==> src/rtl/tage_hist_fold_if.sv <==
// Fetch-side bus of the TAGE history/fold block: PC, outcome pushes, recovery
// checkpoint in; hashed index/tag, live history and ready out.
interface tage_hist_fold_if #(
    parameter int HIST_LEN = 16,
    parameter int IDX_BITS = 6,
    parameter int TAG_BITS = 8,
    parameter int PC_BITS  = 31
);
    logic [PC_BITS-1:0]  IN_pc;
    logic                IN_pushValid;
    logic                IN_pushTaken;
    logic                IN_recover;
    logic [HIST_LEN-1:0] IN_recoverHist;
    logic [IDX_BITS-1:0] OUT_readAddr;
    logic [TAG_BITS-1:0] OUT_readTag;
    logic [HIST_LEN-1:0] OUT_hist;
    logic                OUT_ready;

    modport master (
        output IN_pc, IN_pushValid, IN_pushTaken, IN_recover, IN_recoverHist,
        input  OUT_readAddr, OUT_readTag, OUT_hist, OUT_ready
    );

    modport slave (
        input  IN_pc, IN_pushValid, IN_pushTaken, IN_recover, IN_recoverHist,
        output OUT_readAddr, OUT_readTag, OUT_hist, OUT_ready
    );
endinterface

==> src/rtl/tage_hist_fold.sv <==
// Speculative global history plus folded-history registers for one TAGE table;
// hashes the fetch PC into index/tag and rebuilds folds by replay after recovery.
module tage_hist_fold #(
    parameter int HIST_LEN = 16,
    parameter int IDX_BITS = 6,
    parameter int TAG_BITS = 8,
    parameter int PC_BITS  = 31
) (
    input  logic                 clk,
    input  logic                 rst,
    tage_hist_fold_if.slave      bus
);
    localparam int CNT_W = $clog2(HIST_LEN + 1);
    localparam int T1_W  = TAG_BITS - 1;

    typedef enum logic {IDLE, REPLAY} state_t;

    state_t              r_state;
    logic [HIST_LEN-1:0] r_ghist;
    logic [HIST_LEN-1:0] r_replay;
    logic [CNT_W-1:0]    r_cnt;
    logic [IDX_BITS-1:0] r_fI;
    logic [TAG_BITS-1:0] r_fT0;
    logic [T1_W-1:0]     r_fT1;

    logic                w_in;
    logic                w_out;
    logic [IDX_BITS-1:0] w_fI_nxt;
    logic [TAG_BITS-1:0] w_fT0_nxt;
    logic [T1_W-1:0]     w_fT1_nxt;

    // Replay feeds the checkpoint oldest-first into zeroed folds with nothing
    // leaving, so after HIST_LEN steps each bit lands at (i mod W).
    always_comb begin
        w_in  = bus.IN_pushTaken;
        w_out = r_ghist[HIST_LEN-1];
        if (r_state == REPLAY) begin
            w_in  = r_replay[HIST_LEN-1];
            w_out = 1'b0;
        end
        w_fI_nxt  = {r_fI[IDX_BITS-2:0], r_fI[IDX_BITS-1]} ^ IDX_BITS'(w_in)
                  ^ (IDX_BITS'(w_out) << (HIST_LEN % IDX_BITS));
        w_fT0_nxt = {r_fT0[TAG_BITS-2:0], r_fT0[TAG_BITS-1]} ^ TAG_BITS'(w_in)
                  ^ (TAG_BITS'(w_out) << (HIST_LEN % TAG_BITS));
        w_fT1_nxt = {r_fT1[T1_W-2:0], r_fT1[T1_W-1]} ^ T1_W'(w_in)
                  ^ (T1_W'(w_out) << (HIST_LEN % T1_W));
    end

    always_ff @(posedge clk) begin
        if (rst) begin
            r_state  <= IDLE;
            r_ghist  <= '0;
            r_replay <= '0;
            r_cnt    <= '0;
            r_fI     <= '0;
            r_fT0    <= '0;
            r_fT1    <= '0;
        end else if (bus.IN_recover) begin
            r_state  <= REPLAY;
            r_ghist  <= bus.IN_recoverHist;
            r_replay <= bus.IN_recoverHist;
            r_cnt    <= CNT_W'(HIST_LEN);
            r_fI     <= '0;
            r_fT0    <= '0;
            r_fT1    <= '0;
        end else begin
            case (r_state)
                IDLE: begin
                    if (bus.IN_pushValid) begin
                        r_ghist <= {r_ghist[HIST_LEN-2:0], bus.IN_pushTaken};
                        r_fI    <= w_fI_nxt;
                        r_fT0   <= w_fT0_nxt;
                        r_fT1   <= w_fT1_nxt;
                    end
                end
                REPLAY: begin
                    r_replay <= {r_replay[HIST_LEN-2:0], 1'b0};
                    r_cnt    <= r_cnt - 1'b1;
                    r_fI     <= w_fI_nxt;
                    r_fT0    <= w_fT0_nxt;
                    r_fT1    <= w_fT1_nxt;
                    if (r_cnt == CNT_W'(1))
                        r_state <= IDLE;
                end
                default: r_state <= IDLE;
            endcase
        end
    end

    assign bus.OUT_readAddr = bus.IN_pc[IDX_BITS-1:0] ^ r_fI;
    assign bus.OUT_readTag  = bus.IN_pc[TAG_BITS-1:0] ^ r_fT0 ^ {r_fT1, 1'b0};
    assign bus.OUT_hist     = r_ghist;
    assign bus.OUT_ready    = (r_state == IDLE);
endmodule

==> src/flat_wrapper.sv <==
// flat-port wrapper written by rule: the top's interface ports become plain ports
module tage_hist_fold_flat 
#(
    parameter int HIST_LEN = 16,
    parameter int IDX_BITS = 6,
    parameter int TAG_BITS = 8,
    parameter int PC_BITS  = 31
)
  (clk, rst, bus_IN_pc, bus_IN_pushValid, bus_IN_pushTaken, bus_IN_recover, bus_IN_recoverHist, bus_OUT_readAddr, bus_OUT_readTag, bus_OUT_hist, bus_OUT_ready);
  tage_hist_fold_if #(.HIST_LEN(HIST_LEN), .IDX_BITS(IDX_BITS), .TAG_BITS(TAG_BITS), .PC_BITS(PC_BITS)) bus_i ();
  input  logic clk;
  input  logic rst;
  input wire logic [$bits(bus_i.IN_pc)-1:0] bus_IN_pc;
  input wire logic [$bits(bus_i.IN_pushValid)-1:0] bus_IN_pushValid;
  input wire logic [$bits(bus_i.IN_pushTaken)-1:0] bus_IN_pushTaken;
  input wire logic [$bits(bus_i.IN_recover)-1:0] bus_IN_recover;
  input wire logic [$bits(bus_i.IN_recoverHist)-1:0] bus_IN_recoverHist;
  output wire logic [$bits(bus_i.OUT_readAddr)-1:0] bus_OUT_readAddr;
  output wire logic [$bits(bus_i.OUT_readTag)-1:0] bus_OUT_readTag;
  output wire logic [$bits(bus_i.OUT_hist)-1:0] bus_OUT_hist;
  output wire logic [$bits(bus_i.OUT_ready)-1:0] bus_OUT_ready;
  assign bus_i.IN_pc = bus_IN_pc;
  assign bus_i.IN_pushValid = bus_IN_pushValid;
  assign bus_i.IN_pushTaken = bus_IN_pushTaken;
  assign bus_i.IN_recover = bus_IN_recover;
  assign bus_i.IN_recoverHist = bus_IN_recoverHist;
  assign bus_OUT_readAddr = bus_i.OUT_readAddr;
  assign bus_OUT_readTag = bus_i.OUT_readTag;
  assign bus_OUT_hist = bus_i.OUT_hist;
  assign bus_OUT_ready = bus_i.OUT_ready;
  tage_hist_fold #(.HIST_LEN(HIST_LEN), .IDX_BITS(IDX_BITS), .TAG_BITS(TAG_BITS), .PC_BITS(PC_BITS)) u_core (.clk(clk), .rst(rst), .bus(bus_i));
endmodule
==> config.mk <==
export PLATFORM = sky130hd
export DESIGN_NAME = tage_hist_fold_flat
export DESIGN_NICKNAME = d
export VERILOG_FILES = /design/src/rtl/tage_hist_fold_if.sv /design/src/rtl/tage_hist_fold.sv /design/src/flat_wrapper.sv
export SDC_FILE = /design/constraint.sdc
export NUM_CORES = 1
export LEC_CHECK = 0
export CORE_ASPECT_RATIO = 0.9
export CORE_MARGIN = 3
export CORE_UTILIZATION = 62
export CTS_CLUSTER_SIZE = 12
export DETAILED_ROUTE_END_ITERATION = 10
export DONT_BUFFER_PORTS = 1
export PLACE_DENSITY = 0.83
export SLEW_MARGIN = 25
export SYNTH_ARGS = -nofsm -noshare
export SYNTH_HDL_FRONTEND = slang
export SYNTH_SLANG_ARGS = --single-unit
==> constraint.sdc <==
create_clock -name clk -period 1.4 [get_ports clk]
set_clock_uncertainty 0.1 [all_clocks]
set_input_delay 0.14 -clock clk [delete_from_list [all_inputs] [get_ports clk]]
set_output_delay 0.14 -clock clk [all_outputs]
set_load 0.03 [all_outputs]
Word level (Yosys, flattened, before mapping)
Cells that the tools add are included.
- bits in registers: 59
- bits of input ports: 52
- muxes and demuxes: 18
- equal/unequal tests: 3
- bitwise operators: 10
- reduce and logical (&&, ||, !) cells: 4
- $add $sub $neg: 1
- operator list (kind ; number):
    16-bit two-way mux ; 5
    8-bit one-hot mux with 2 select lines ; 1
    8-bit by 1-bit bitwise XOR with 8-bit output ; 2
    8-bit bitwise XOR ; 2
    7-bit one-hot mux with 2 select lines ; 1
    6-bit one-hot mux with 2 select lines ; 1
    5-bit two-way mux ; 2
    8-bit two-way mux ; 1
    7-bit two-way mux ; 1
    7-bit by 1-bit bitwise XOR with 7-bit output ; 1
    7-bit by 3-bit bitwise XOR with 7-bit output ; 1
    6-bit two-way mux ; 1
    6-bit by 1-bit bitwise XOR with 6-bit output ; 1
    6-bit by 5-bit bitwise XOR with 6-bit output ; 1
    6-bit bitwise XOR ; 1
    5-bit by 1-bit == test with 1-bit output, second input constant ; 1
    1-bit two-way mux ; 5
    5-bit by 1-bit subtractor with 5-bit output, second input constant ; 1
    2-bit != test, second input constant ; 2
    2-bit nonzero test ; 2
    2-bit AND reduction ; 1
    2-bit OR reduction ; 1
    1-bit NOT ; 1

Depth between registers and ports, before layout
- depth in word-level cells: 5
- mapped depth: 5
- mapped depth without buffers: 5

Least setup slack after synthesis
No wires, ideal clock.
- path kind: reg-to-reg
- from: register u_core.r_state
- to: register u_core.r_fI[4]
- buffers on the path: 2
- library setup time: 125 ps
- cell stages (with the launch flop): 6
- setup slack: 99 ps
- arrival time: 1076 ps
- cells stage by stage: dfxtp_1 -> buf_6 -> or2_2 -> buf_2 -> nor2_1 -> a211oi_2
- word-level cells in the longest chain between the ends: 4
- elaborated cells on any way between the ends: 6
- classes of those cells: 1 x eq/ne; 3 x mux; 2 x bitwise
- RTL lines (item ; RTL line ; RTL):
    start: declaration ; tage_hist_fold.sv:18 ; state_t r_state;
    start signal: assignment ; tage_hist_fold.sv:51 ; r_state <= IDLE;
    start signal: assignment ; tage_hist_fold.sv:59 ; r_state <= REPLAY;
    start signal: assignment ; tage_hist_fold.sv:83 ; r_state <= IDLE;
    1-bit two-way mux ; tage_hist_fold.sv:37 ; if (r_state == REPLAY) begin
    6-bit by 5-bit bitwise XOR with 6-bit output ; tage_hist_fold.sv:42 ; ^ (IDX_BITS'(w_out) << (HIST_LEN % IDX_BITS));
    6-bit two-way mux ; tage_hist_fold.sv:69 ; if (bus.IN_pushValid) begin
    6-bit one-hot mux with 2 select lines ; tage_hist_fold.sv:67 ; case (r_state)
    end signal: assignment ; tage_hist_fold.sv:71 ; r_fI <= w_fI_nxt;
    end signal: assignment ; tage_hist_fold.sv:79 ; r_fI <= w_fI_nxt;
    end: declaration ; tage_hist_fold.sv:22 ; logic [IDX_BITS-1:0] r_fI;
Parallel ways exist; a longest one is shown, timed or not. The select of a mux whose other input is x is not followed.
A chain may end at the register's enable or synchronous reset.

Final worst setup path
- from: register u_core.r_fT1[3]
- to: output bus_OUT_readTag[4]
- word-level cells in the longest chain between the ends: 1
- RTL lines (item ; RTL line ; RTL):
    start: declaration ; tage_hist_fold.sv:24 ; logic [T1_W-1:0] r_fT1;
    start signal: assignment ; tage_hist_fold.sv:73 ; r_fT1 <= w_fT1_nxt;
    start signal: assignment ; tage_hist_fold.sv:81 ; r_fT1 <= w_fT1_nxt;
    8-bit bitwise XOR ; tage_hist_fold.sv:91 ; assign bus.OUT_readTag = bus.IN_pc[TAG_BITS-1:0] ^ r_fT0 ^ {r_fT1, 1'b0};
    end: declaration ; flat_wrapper.sv:19 ; output wire logic [$bits(bus_i.OUT_readTag)-1:0] bus_OUT_readTag;
No other way between the ends.

==> summary.txt <==
Status
  – Result of the run: finished with violations
  – Violated checks: negative setup slack

Timing
  – Setup TNS after final layout: -0.188 ns
  – Number of slew-limit violations in the final report: 0
  – Actual slew at the worst max-slew pin: roughly 0.85 ns
  – Peak Freq: between 0.6 and 0.7 GHz
  – Worst hold margin: a little under 0.07 ns
  – Endpoints failing setup: 7
  – Shortest clock period the worst path allows after layout: 1.46 ns
  – Smallest setup slack after layout: -0.0601 ns
  – Final Hold Vio Count: 0
  – Unrepaired setup endpoints after global routing: true
  – Max_slew headroom: 43.1%
  – Fraction of the cycle the final worst path needs: 104%

Drt
  – Number of vias after detailed routing: approximately 2.5k
  – DR WL/cell: between 20 and 25 um
  – Iter 0 DRT Violations: between 200 and 250
  – Wirelength, routed: between 8000 and 9000 um
  – Length of the first detailed-routing pass in iterations: 5
  – Routed Antenna Nets: 0
  – Avg Vias per Cell: 6.23
  – Total DRC errors in the routed layout: 0

Worst hold path
  – Worst hold path class: in2reg
  – Hold path depth: 2
  – Destination of the worst hold path: u_core.r_cnt[4]$_SDFFE_PP0P_
  – Startpoint of the tightest hold check path: bus_IN_recover

Setup path
  – Data arrival time of the critical path: around 1.2 ns
  – Worst setup SP type: register
  – Origin of the critical flop-to-flop path: u_core.r_state$_SDFF_PP0_
  – Register-to-register path setup slack: -0.04 ns
  – Largest driver fanout on the critical path: 3
  – Reg-to-Reg End: u_core.r_fI[0]$_SDFFE_PP0P_
  – R2R cell count: 4
  – Critical path type: reg2out
  – Endpoint kind of the worst setup timing path: output port
  – Worst EP required: about 1.2 ns

Logic synthesis
  – Synth top area share: 43.7%
  – Number of enable-type register cells in the synthesized netlist: 0
  – Most used standard cell by instance count after synthesis: sky130_fd_sc_hd__dfxtp_1
  – Number of different library cells in the post-synthesis netlist: 33
  – Count of warnings emitted by yosys: 0
  – Proportion of synthesized chip area in sequential cells: a little over two fifths
  – Most area-consuming cells after synthesis: sky130_fd_sc_hd__dfxtp_1, sky130_fd_sc_hd__mux2i_1, sky130_fd_sc_hd__a21boi_0, sky130_fd_sc_hd__a21oi_1, sky130_fd_sc_hd__xnor2_1
  – Leading cell types by count after synthesis: sky130_fd_sc_hd__dfxtp_1, sky130_fd_sc_hd__a21oi_1, sky130_fd_sc_hd__nand2_1
  – Flip-flop and latch count after synthesis: 59
  – Post-synth design cell area: between 2000 and 3000 um^2
  – Cell count after synthesis: about 290
  – Leading area contributor after synthesis: sky130_fd_sc_hd__dfxtp_1
  – Primary FF master, synth: sky130_fd_sc_hd__dfxtp_1
  – Mean Syn Cell Area: between 9 and 10 um^2
  – Post-synth net total: 345
  – Fraction of registers with async set/reset: 0%

Placed design
  – Count of buffers from port buffering: 0
  – Dpl cells: around 360
  – Weighted congestion reported at the end of routability-driven placement: just under 0.8
  – Area post-placement: 3030 um^2
  – Detailed Place HPWL: approximately 3800 um

Die
  – Core ar.: a little over 4000 um^2
  – Total Die Area: roughly 5200 um^2
  – Effective utilization at floorplan: between 60% and 70%
  – Die Ht: slightly below 70 um
  – Die Wd: between 70 and 80 um
  – Rows: 22
  – IO Count: 83

Global route
  – Number of antenna violations at the first check in global routing: 0
  – Vias in the first global route: ~2.2k
  – Gr ovfl total: 0
  – Pin count of the biggest net entering global routing: 20
  – All-layer global routing usage: 28.4%
  – Global-route wire length before repair: ~11000 um

Clock network
  – H-Tree Depth: 3
  – Clock tree sinks: slightly below 60
  – Buffers from clock root to sink, at most: 2
  – Num CTS Buffers: 9
  – CTS tree: yes
  – Clock-pin slew of the registers on the worst-case setup and hold paths: around 0.070 ns
  – Worst-skew pair later-pin latency: approximately 0.34 ns
  – Cell at the root of the clock tree: sky130_fd_sc_hd__clkbuf_8

Power
  – Power per cell area: ~1100 nW/um^2
  – Leakage Power: 1.55 nW
  – Maximum resistive drop on vdd: 0.00101 V

Final layout
  – Final design utilization: roughly nine tenths
  – # nets final: a little over 400
  – Total inserted antenna cells: 0
  – Area growth from synthesis to layout: 34.8%
  – Share of post-route cells with drive strength above 1: a little over a quarter
  – Post-route cell area: 3640 um^2
  – Non-filler instance count after layout: just over 400

Run
  – Maxcap violations: 0
==> stage by stage <==
step | setup WS (ns) | power [W]
final | -0.0601 | 0.00406
after CTS | -0.0399 | 0.00390
after floorplan | 0.0993 | 0.00233
after global routing | -0.101 | 0.00417
after global placement | 0.00299 | 0.00250
after detailed placement | -0.0704 | 0.00252
==> worst max-delay path, stage by stage (launching register included) <==
cell and delay, ns:
sky130_fd_sc_hd__dfxtp_2 0.35, sky130_fd_sc_hd__xnor2_2 0.14, sky130_fd_sc_hd__xnor2_1 0.19, sky130_fd_sc_hd__buf_4 0.20
==> layout make-up <==
class                           instances  area [um^2]
Inverter                               20         75.1
Tap cell                               48         60.1
Timing Repair Buffer                   69          644
Clock buffer                           11          151
Sequential cell                        59         1200
Fill cell                             167          485
Clock inverter                          3         15.0
Multi-Input combinational cell        193         1500
==> cells in the final DEF (no fill, tap or decap), types with 2 or more instances in the layout <==
cell | synthesis | final
sky130_fd_sc_hd__xnor2_2 | 0 | 7
sky130_fd_sc_hd__nand2_1 | 32 | 32
sky130_fd_sc_hd__a211oi_1 | 2 | 2
sky130_fd_sc_hd__buf_12 | 0 | 4
sky130_fd_sc_hd__mux2i_1 | 31 | 30
sky130_fd_sc_hd__dlygate4sd3_1 | 0 | 18
sky130_fd_sc_hd__nor2_1 | 14 | 12
sky130_fd_sc_hd__inv_2 | 0 | 2
sky130_fd_sc_hd__dfxtp_2 | 0 | 5
sky130_fd_sc_hd__a2111oi_2 | 0 | 2
sky130_fd_sc_hd__clkinv_2 | 0 | 3
sky130_fd_sc_hd__dfxtp_1 | 59 | 50
sky130_fd_sc_hd__clkbuf_8 | 0 | 11
sky130_fd_sc_hd__dlymetal6s4s_1 | 0 | 2
sky130_fd_sc_hd__xnor2_1 | 19 | 11
sky130_fd_sc_hd__buf_4 | 2 | 43
sky130_fd_sc_hd__nor3b_1 | 3 | 3
sky130_fd_sc_hd__inv_1 | 20 | 18
sky130_fd_sc_hd__a21oi_1 | 35 | 34
sky130_fd_sc_hd__a21boi_1 | 1 | 4
sky130_fd_sc_hd__dfxtp_4 | 0 | 4
sky130_fd_sc_hd__xor2_1 | 8 | 8
sky130_fd_sc_hd__a211oi_2 | 2 | 2
sky130_fd_sc_hd__a21boi_0 | 29 | 26
==> sequential cells by signal, summed over array words and instances, names as in the netlist <==
register	flops
u_core.bus.OUT_hist	16
u_core.r_replay	16
u_core.r_fT0	8
u_core.r_fT1	7
u_core.r_fI	6
u_core.r_cnt	5
u_core.r_state	1
==> what timing repair did <==
action / in CTS / in global routing
endpoints found under the hold margin: 37 / 0
hold buffers: 20 / 0
gates resized for setup: 15 / 34
pin swaps: 8 / 6
gates cloned: 0 / 1
setup buffers: 2 / 2
setup endpoints to repair: 13 / 45
==> worst max-delay path by stage <==
stage | slack (ns) | from | to
6_report | -0.06 | u_core.r_fT1[3]$_SDFFE_PP0P_ | bus_OUT_readTag[4]
5_1_grt | -0.10 | u_core.r_state$_SDFF_PP0_ | u_core.r_fI[0]$_SDFFE_PP0P_
4_1_cts | -0.04 | u_core.r_fT0[7]$_SDFFE_PP0P_ | bus_OUT_readTag[7]
3_5_place_dp | -0.07 | u_core.r_state$_SDFF_PP0_ | u_core.r_fT1[0]$_SDFFE_PP0P_
3_3_place_gp | 0.003 | u_core.r_state$_SDFF_PP0_ | u_core.r_fT1[0]$_SDFFE_PP0P_
2_1_floorplan | 0.1 | u_core.r_state$_SDFF_PP0_ | u_core.r_fI[4]$_SDFFE_PP0P_
==> per-layer routing <==
metal  wire length, um  vias to the layer above  GRT usage [%]  part of all wire [%]
li1                  -                     1099              -                     -
met1              3260                     1173           33.7                    38
met2              4260                      190           45.3                    49
met3               757                       47           10.3                   8.7
met4               422                        0           14.0                   4.8
met5                 0                        -              0                     0
==> where the power goes <==
group / switching (W) / internal [W] / total [W]
Sequential: 0.0000852 / 0.00177 / 0.00185
Combinational: 0.000466 / 0.000384 / 0.000849
Clock: 0.000649 / 0.000709 / 0.00136
Total: 0.00120 / 0.00286 / 0.00406
==> kinds of logic (layout without fill, tap and decap cells) <==
group                      Yosys count  after routing  share of synthesized area [%]
AOI/OAI and AO/OA                   75             75                           18.1
and+or+nand+nor                     56             56                           8.98
xor gates and xnor gates            28             28                           9.58
buffers and inverters               39            103                           6.71
DFF                                 59             59                           43.7
adders and majority gates            2              2                          0.925
muxes                               32             32                           12.0
Power figures use the tool's default switching activity.
